$ cat src/rtl/alu_operand_stage.sv
// ---------------------------------------------------------------------------
// alu_operand_stage
//
// Registered operand-select stage for one ALU input port. One of NUM_SRC
// packed candidate operands is picked by src_sel and captured into a main
// output register under a valid/ready handshake. A one-entry skid register
// absorbs a second accepted operand while the ALU stalls, so in_ready can be
// a plain flop with no combinational path from out_ready.
//
// Parameters:
//   WIDTH    operand width in bits
//   NUM_SRC  number of candidate sources (>= 2)
//   SEL_W    select width, derived as $clog2(NUM_SRC); not overridable
//
// Ports:
//   clk         clock, all state updates on the rising edge
//   rst_n       asynchronous active-low reset
//   src_data    packed sources, source k at [k*WIDTH +: WIDTH]
//   src_sel     source index, sampled together with in_valid
//   in_valid    select request from the control unit
//   in_ready    stage can accept (registered; high when the skid is empty)
//   op_out      operand presented to the ALU
//   op_sel_out  index that produced op_out (debug / trace)
//   out_valid   op_out is valid
//   out_ready   ALU consumes op_out
//   sel_err     sticky out-of-range select flag
//
// Build option:
//   ALU_OPERAND_SEL_CHECK_EN  when defined, an out-of-range select captures
//                             all-zero data, keeps its raw index on
//                             op_sel_out and sets sel_err until reset. When
//                             undefined, an out-of-range select is treated as
//                             source 0 and sel_err is tied low.
// ---------------------------------------------------------------------------
module alu_operand_stage #(
    parameter int unsigned  WIDTH   = 32,
    parameter int unsigned  NUM_SRC = 4,
    localparam int unsigned SEL_W   = $clog2(NUM_SRC)
) (
    input  logic                     clk,
    input  logic                     rst_n,
    input  logic [NUM_SRC*WIDTH-1:0] src_data,
    input  logic [SEL_W-1:0]         src_sel,
    input  logic                     in_valid,
    output logic                     in_ready,
    output logic [WIDTH-1:0]         op_out,
    output logic [SEL_W-1:0]         op_sel_out,
    output logic                     out_valid,
    input  logic                     out_ready,
    output logic                     sel_err
);

    // -----------------------------------------------------------------------
    // State encoding: bit 1 is out_valid, bit 0 is in_ready. Both outputs are
    // therefore taken straight from state flops.
    // -----------------------------------------------------------------------
    typedef enum logic [1:0] {
        StEmpty = 2'b01,
        StOne   = 2'b11,
        StFull  = 2'b10
    } state_e;

    state_e state_q, state_d;

    logic accept;
    logic consume;

    // Load enables produced by the output process
    logic main_load_in;
    logic main_load_skid;
    logic skid_load;

    // Storage
    logic [WIDTH-1:0] main_data_q, main_data_d;
    logic [SEL_W-1:0] main_sel_q,  main_sel_d;
    logic [WIDTH-1:0] skid_data_q, skid_data_d;
    logic [SEL_W-1:0] skid_sel_q,  skid_sel_d;

    // Capture path
    logic             sel_in_range;
    logic [SEL_W-1:0] cap_sel;
    logic [WIDTH-1:0] cap_data;

    assign in_ready  = state_q[0];
    assign out_valid = state_q[1];

    assign accept  = in_valid & state_q[0];
    assign consume = out_ready & state_q[1];

    assign op_out     = main_data_q;
    assign op_sel_out = main_sel_q;

    // -----------------------------------------------------------------------
    // Select range check. With a power-of-two source count every encoding is
    // legal, so the comparator is only built when holes exist.
    // -----------------------------------------------------------------------
    if ((1 << SEL_W) == NUM_SRC) begin : g_sel_full_range
        assign sel_in_range = 1'b1;
    end else begin : g_sel_partial_range
        assign sel_in_range = (32'(src_sel) < NUM_SRC);
    end

`ifdef ALU_OPERAND_SEL_CHECK_EN
    // Raw index is kept; the mux below yields zero for an index with no source.
    assign cap_sel = src_sel;
`else
    assign cap_sel = sel_in_range ? src_sel : '0;
`endif

    // Source mux written as a compare loop so an unmatched index gives zero
    // instead of an out-of-bounds part-select.
    always_comb begin
        cap_data = '0;
        for (int unsigned k = 0; k < NUM_SRC; k++) begin
            if (cap_sel == SEL_W'(k)) begin
                cap_data = src_data[k*WIDTH +: WIDTH];
            end
        end
    end

    // -----------------------------------------------------------------------
    // FSM: state register
    // -----------------------------------------------------------------------
    always_ff @(posedge clk or negedge rst_n) begin
        if (!rst_n) begin
            state_q <= StEmpty;
        end else begin
            state_q <= state_d;
        end
    end

    // -----------------------------------------------------------------------
    // FSM: next state
    // -----------------------------------------------------------------------
    always_comb begin
        state_d = state_q;
        unique case (state_q)
            StEmpty: begin
                if (accept) begin
                    state_d = StOne;
                end
            end
            StOne: begin
                if (accept && !consume) begin
                    state_d = StFull;
                end else if (!accept && consume) begin
                    state_d = StEmpty;
                end
            end
            StFull: begin
                if (consume) begin
                    state_d = StOne;
                end
            end
            default: state_d = StEmpty;
        endcase
    end

    // -----------------------------------------------------------------------
    // FSM: outputs (datapath load enables)
    // -----------------------------------------------------------------------
    always_comb begin
        main_load_in   = 1'b0;
        main_load_skid = 1'b0;
        skid_load      = 1'b0;
        unique case (state_q)
            StEmpty: begin
                main_load_in = accept;
            end
            StOne: begin
                // Simultaneous accept and consume replaces main directly;
                // accept alone parks the new operand in the skid.
                main_load_in = accept & consume;
                skid_load    = accept & ~consume;
            end
            StFull: begin
                main_load_skid = consume;
            end
            default: begin
                main_load_in   = 1'b0;
                main_load_skid = 1'b0;
                skid_load      = 1'b0;
            end
        endcase
    end

    // -----------------------------------------------------------------------
    // Datapath next state
    // -----------------------------------------------------------------------
    always_comb begin
        main_data_d = main_data_q;
        main_sel_d  = main_sel_q;
        skid_data_d = skid_data_q;
        skid_sel_d  = skid_sel_q;

        if (main_load_in) begin
            main_data_d = cap_data;
            main_sel_d  = cap_sel;
        end else if (main_load_skid) begin
            main_data_d = skid_data_q;
            main_sel_d  = skid_sel_q;
        end

        if (skid_load) begin
            skid_data_d = cap_data;
            skid_sel_d  = cap_sel;
        end
    end

    always_ff @(posedge clk or negedge rst_n) begin
        if (!rst_n) begin
            main_data_q <= '0;
            main_sel_q  <= '0;
            skid_data_q <= '0;
            skid_sel_q  <= '0;
        end else begin
            main_data_q <= main_data_d;
            main_sel_q  <= main_sel_d;
            skid_data_q <= skid_data_d;
            skid_sel_q  <= skid_sel_d;
        end
    end

    // -----------------------------------------------------------------------
    // Out-of-range select flag
    // -----------------------------------------------------------------------
`ifdef ALU_OPERAND_SEL_CHECK_EN
    logic sel_err_q, sel_err_d;

    assign sel_err_d = sel_err_q | (accept & ~sel_in_range);

    always_ff @(posedge clk or negedge rst_n) begin
        if (!rst_n) begin
            sel_err_q <= 1'b0;
        end else begin
            sel_err_q <= sel_err_d;
        end
    end

    assign sel_err = sel_err_q;
`else
    assign sel_err = 1'b0;
`endif

    // -----------------------------------------------------------------------
    // Simulation-only sanity properties
    // -----------------------------------------------------------------------
`ifndef SYNTHESIS
    // A stalled operand must not change under the ALU.
    a_hold_stable : assert property (@(posedge clk) disable iff (!rst_n)
        (out_valid && !out_ready) |=> ($stable(op_out) && $stable(op_sel_out)));

    a_state_legal : assert property (@(posedge clk) disable iff (!rst_n)
        (state_q inside {StEmpty, StOne, StFull}));
`endif

endmodule
$ cat config.mk
export PLATFORM = sky130hd
export DESIGN_NAME = alu_operand_stage
export DESIGN_NICKNAME = d
export VERILOG_FILES = /design/src/rtl/alu_operand_stage.sv
export SDC_FILE = /design/constraint.sdc
export NUM_CORES = 1
export LEC_CHECK = 0
export CAP_MARGIN = 20
export CORE_MARGIN = 2
export CORE_UTILIZATION = 65
export CTS_BUF_LIST = sky130_fd_sc_hd__clkbuf_8
export DETAILED_ROUTE_END_ITERATION = 12
export DONT_BUFFER_PORTS = 1
export PLACE_DENSITY = 0.78
export SYNTH_ARGS = -nofsm -noshare
export SYNTH_HDL_FRONTEND = slang
export SYNTH_SLANG_ARGS = --single-unit
$ cat constraint.sdc
create_clock -name clk -period 2.1 [get_ports clk]
set_input_delay 0.42 -clock clk [delete_from_list [all_inputs] [get_ports clk]]
set_output_delay 0.42 -clock clk [all_outputs]
set_load 0.02 [all_outputs]
==> reports/results.ini <==
[outcome]
status = complete, no violations

[route]
drt-total-wl_um = 7840
post_drt_wl_per_cell_um = 21.8
drt_iter0_drc = 113
ant_nets = 0
wl_met2_um = 4110
top_layer = met4
dr.pass1.iters = 4
drcViolationCount = 0
vias_per_cell = 6.56
met1_length_um = 2900
vias = 2362
wl_met3_um = 732

[floorplanning]
die_area_mm2 = 0.00649
initial_core_util = 0.684
pin_count = 171
core_mm2 = 0.00557
die_x_um = 80.6
rows = 27
die_y_um = 80.6

[power_and_ir_drop]
vdd_ir_drop_max_mv = 0.773
combPwrFrac = 0.298
power_density_mw_per_mm2 = 1330
internal-power_mw = 3.49
power.switching_mw = 2.00
seq_power_share = 0.515
swShare = 0.365
clkPwrFrac = 0.187
p_leak_nw = 1.90

[cts]
numClockSinks = 70
root_buffer = clkbuf_8
cts_buffer_depth = 2
clock_latency_ns = 0.34
cts_max_level = 3
numCtsBuffers = 9
cts.clk_slew.worst_paths_ns = 0.07
post_cts_resized = 0
cts_tree = built

[global_route]
grt_overflow = 0
antenna_found_initial = 0
grt_pass1_wl_um = 12100
grt_start_max_net_pins = 71
track_usage = 0.254
grt_pass1_vias = 2507

[timing]
fmax_mhz = 533
period_share = 0.893
rsz0062_at_grt = no
finClkSkew_ns = 0.00738
finalSetupViolCount = 0
worst_slack_ns = 0.224
fin_crit_ns = 1.88
slew_headroom = 0.649
drv_slew = 0
finalHoldViolations = 0
fin_tns_setup_ns = 0
tightest_slew_ns = 0.525

[cells_and_area]
diodes = 0
fin_area_mm2 = 0.00413
final_nets = 423
post-route-util = 0.741
drive_above_1_share = 0.319
areaGrowthSynthToFinish_pct = 8.40

[logic_synthesis]
synth_top_cell_by_area = dfrtp_1
synth_commonest_cells = dfrtp_1 (69), nand2_1 (38), mux2_2 (35)
yosysWarnings = 0
async_reset_ff_frac = 1.00
syn_area_per_cell_um2 = 13.4
syn_area_mm2 = 0.00381
ys.flop_type = dfrtp_1
ys_ff_latch = 70
synth_edf_count = 0
synth_most_common_cell = dfrtp_1
ys_seq_area_frac = 0.460
synth.distinct_cells = 25
syn_nets = 423
ys_top_cells_by_area = dfrtp_1 (45%), mux4_2 (17%), mux2_2 (10%)
synth.top_cell.area_share = 0.453
synthCells = 285

[critical_path]
required_ns = 2.33
crit_slowest_cell = dfstp_2
startpoint_type = flop
cp.arrival_ns = 2.10
path_max_fanout = 7
critical_path_class = flop to flop
crit_chain = inv_1, ha_1, a22oi_1, a21boi_0, mux2_2
critPathCaptureType = flop
r2r_cells = 5
critPathMaxStageDelay_ns = 0.60

[hold_path]
min_path_cells = 2
hp-class = input pin to flop

[place]
place_ws_ns = 0.0948
gp_congestion = 0.756
io_buffers = 0
dp_hpwl_um = 5290
placed_area_mm2 = 0.00388

[run]
cap_violations = 0

[area by class of cell]
| type | instances | area (µm²) |
|---|---|---|
| Timing Repair Buffer | 11 | 155 |
| Tap cell | 72 | 90.1 |
| Clock buffer | 14 | 193 |
| Sequential cell | 70 | 1750 |
| Fill cell | 345 | 1440 |
| Inverter | 3 | 11.3 |
| Multi-Input combinational cell | 190 | 1930 |
[flip-flops by register name, summed over array words and instances, names as in the netlist]
register     cells
op_out          32
op_sel_out       2
skid_data_q     32
skid_sel_q       2
state_q          2
[what timing repair did]
item	in CTS	in global routing
buffers inserted	0	2
setup endpoints to repair	0	21
hold buffers	2	0
endpoints found under the hold margin	70	0
[layer usage]
metal / vias to the layer above / track usage
met4: 0 / 0.0763
li1: 1067 / -
met2: 126 / 0.433
met1: 1160 / 0.293
met5: - / 0
met3: 9 / 0.107
[power groups by stage]
| stage | logic (mW) | registers [mW] | clock network, mW |
|---|---|---|---|
| after floorplan | 1.28 | 2.72 | 0 |
| after global placement | 1.49 | 2.82 | 0 |
| after detailed placement | 1.57 | 2.86 | 0 |
| after CTS | 1.61 | 2.83 | 1.05 |
| after global routing | 1.82 | 2.91 | 1.12 |
| final | 1.64 | 2.83 | 1.03 |
[logic make-up after synthesis]
group                    count (synthesis)  synth area share
multiplexers                           101             0.386
flip-flops                              70             0.460
AO/OA/AOI/OAI                           41            0.0561
AND/OR/NAND/NOR                         41            0.0430
buffers and inverters                   26            0.0387
adder cells (fa/ha/maj)                  4            0.0131
other                                    1          0.000984
XOR/XNOR                                 1           0.00230
[critical path, delay by kind of cell, from the launching register on]
family	cells	cell delay, ns
compound gates	2	0.49
flops	1	0.60
mux	1	0.35
fa+ha+maj	1	0.23
buf+inv	1	0.09
[path summary, 6_finish.rpt]
check	endpoint	slack, ns	start
worst max-delay path	state_q[1]	0.22	state_q[0]
worst min-delay path	op_sel_out[0]	0.22	src_sel[0]
worst max register to register	state_q[1]	0.22	state_q[0]
worst min register to register	skid_data_q[12]	0.51	skid_data_q[12]
max in group asynchronous	state_q[0]	1.16	rst_n
min in group asynchronous	op_out[25]	0.63	rst_n
[placed cells by master, fill, tap and decap left out, types with 4 or more instances in the layout]
cell type	synthesis	layout
buf_12	0	4
buf_4	1	5
clkbuf_8	0	14
dfrtp_1	69	69
ha_1	4	4
mux2_2	35	35
mux2i_1	34	34
mux4_1	4	4
mux4_2	28	28
nand2_1	38	38
o21ai_0	34	34
[through the flow]
stage	cells	total power, mW	hold slack (ns)
2_1_floorplan	285	4.01	0.124
3_3_place_gp	341	4.31	0.126
6_report	360	5.49	0.221
3_5_place_dp	341	4.43	0.126
4_1_cts	357	5.49	0.198
5_1_grt	360	5.85	0.209
(Power assumes the default switching activity.)
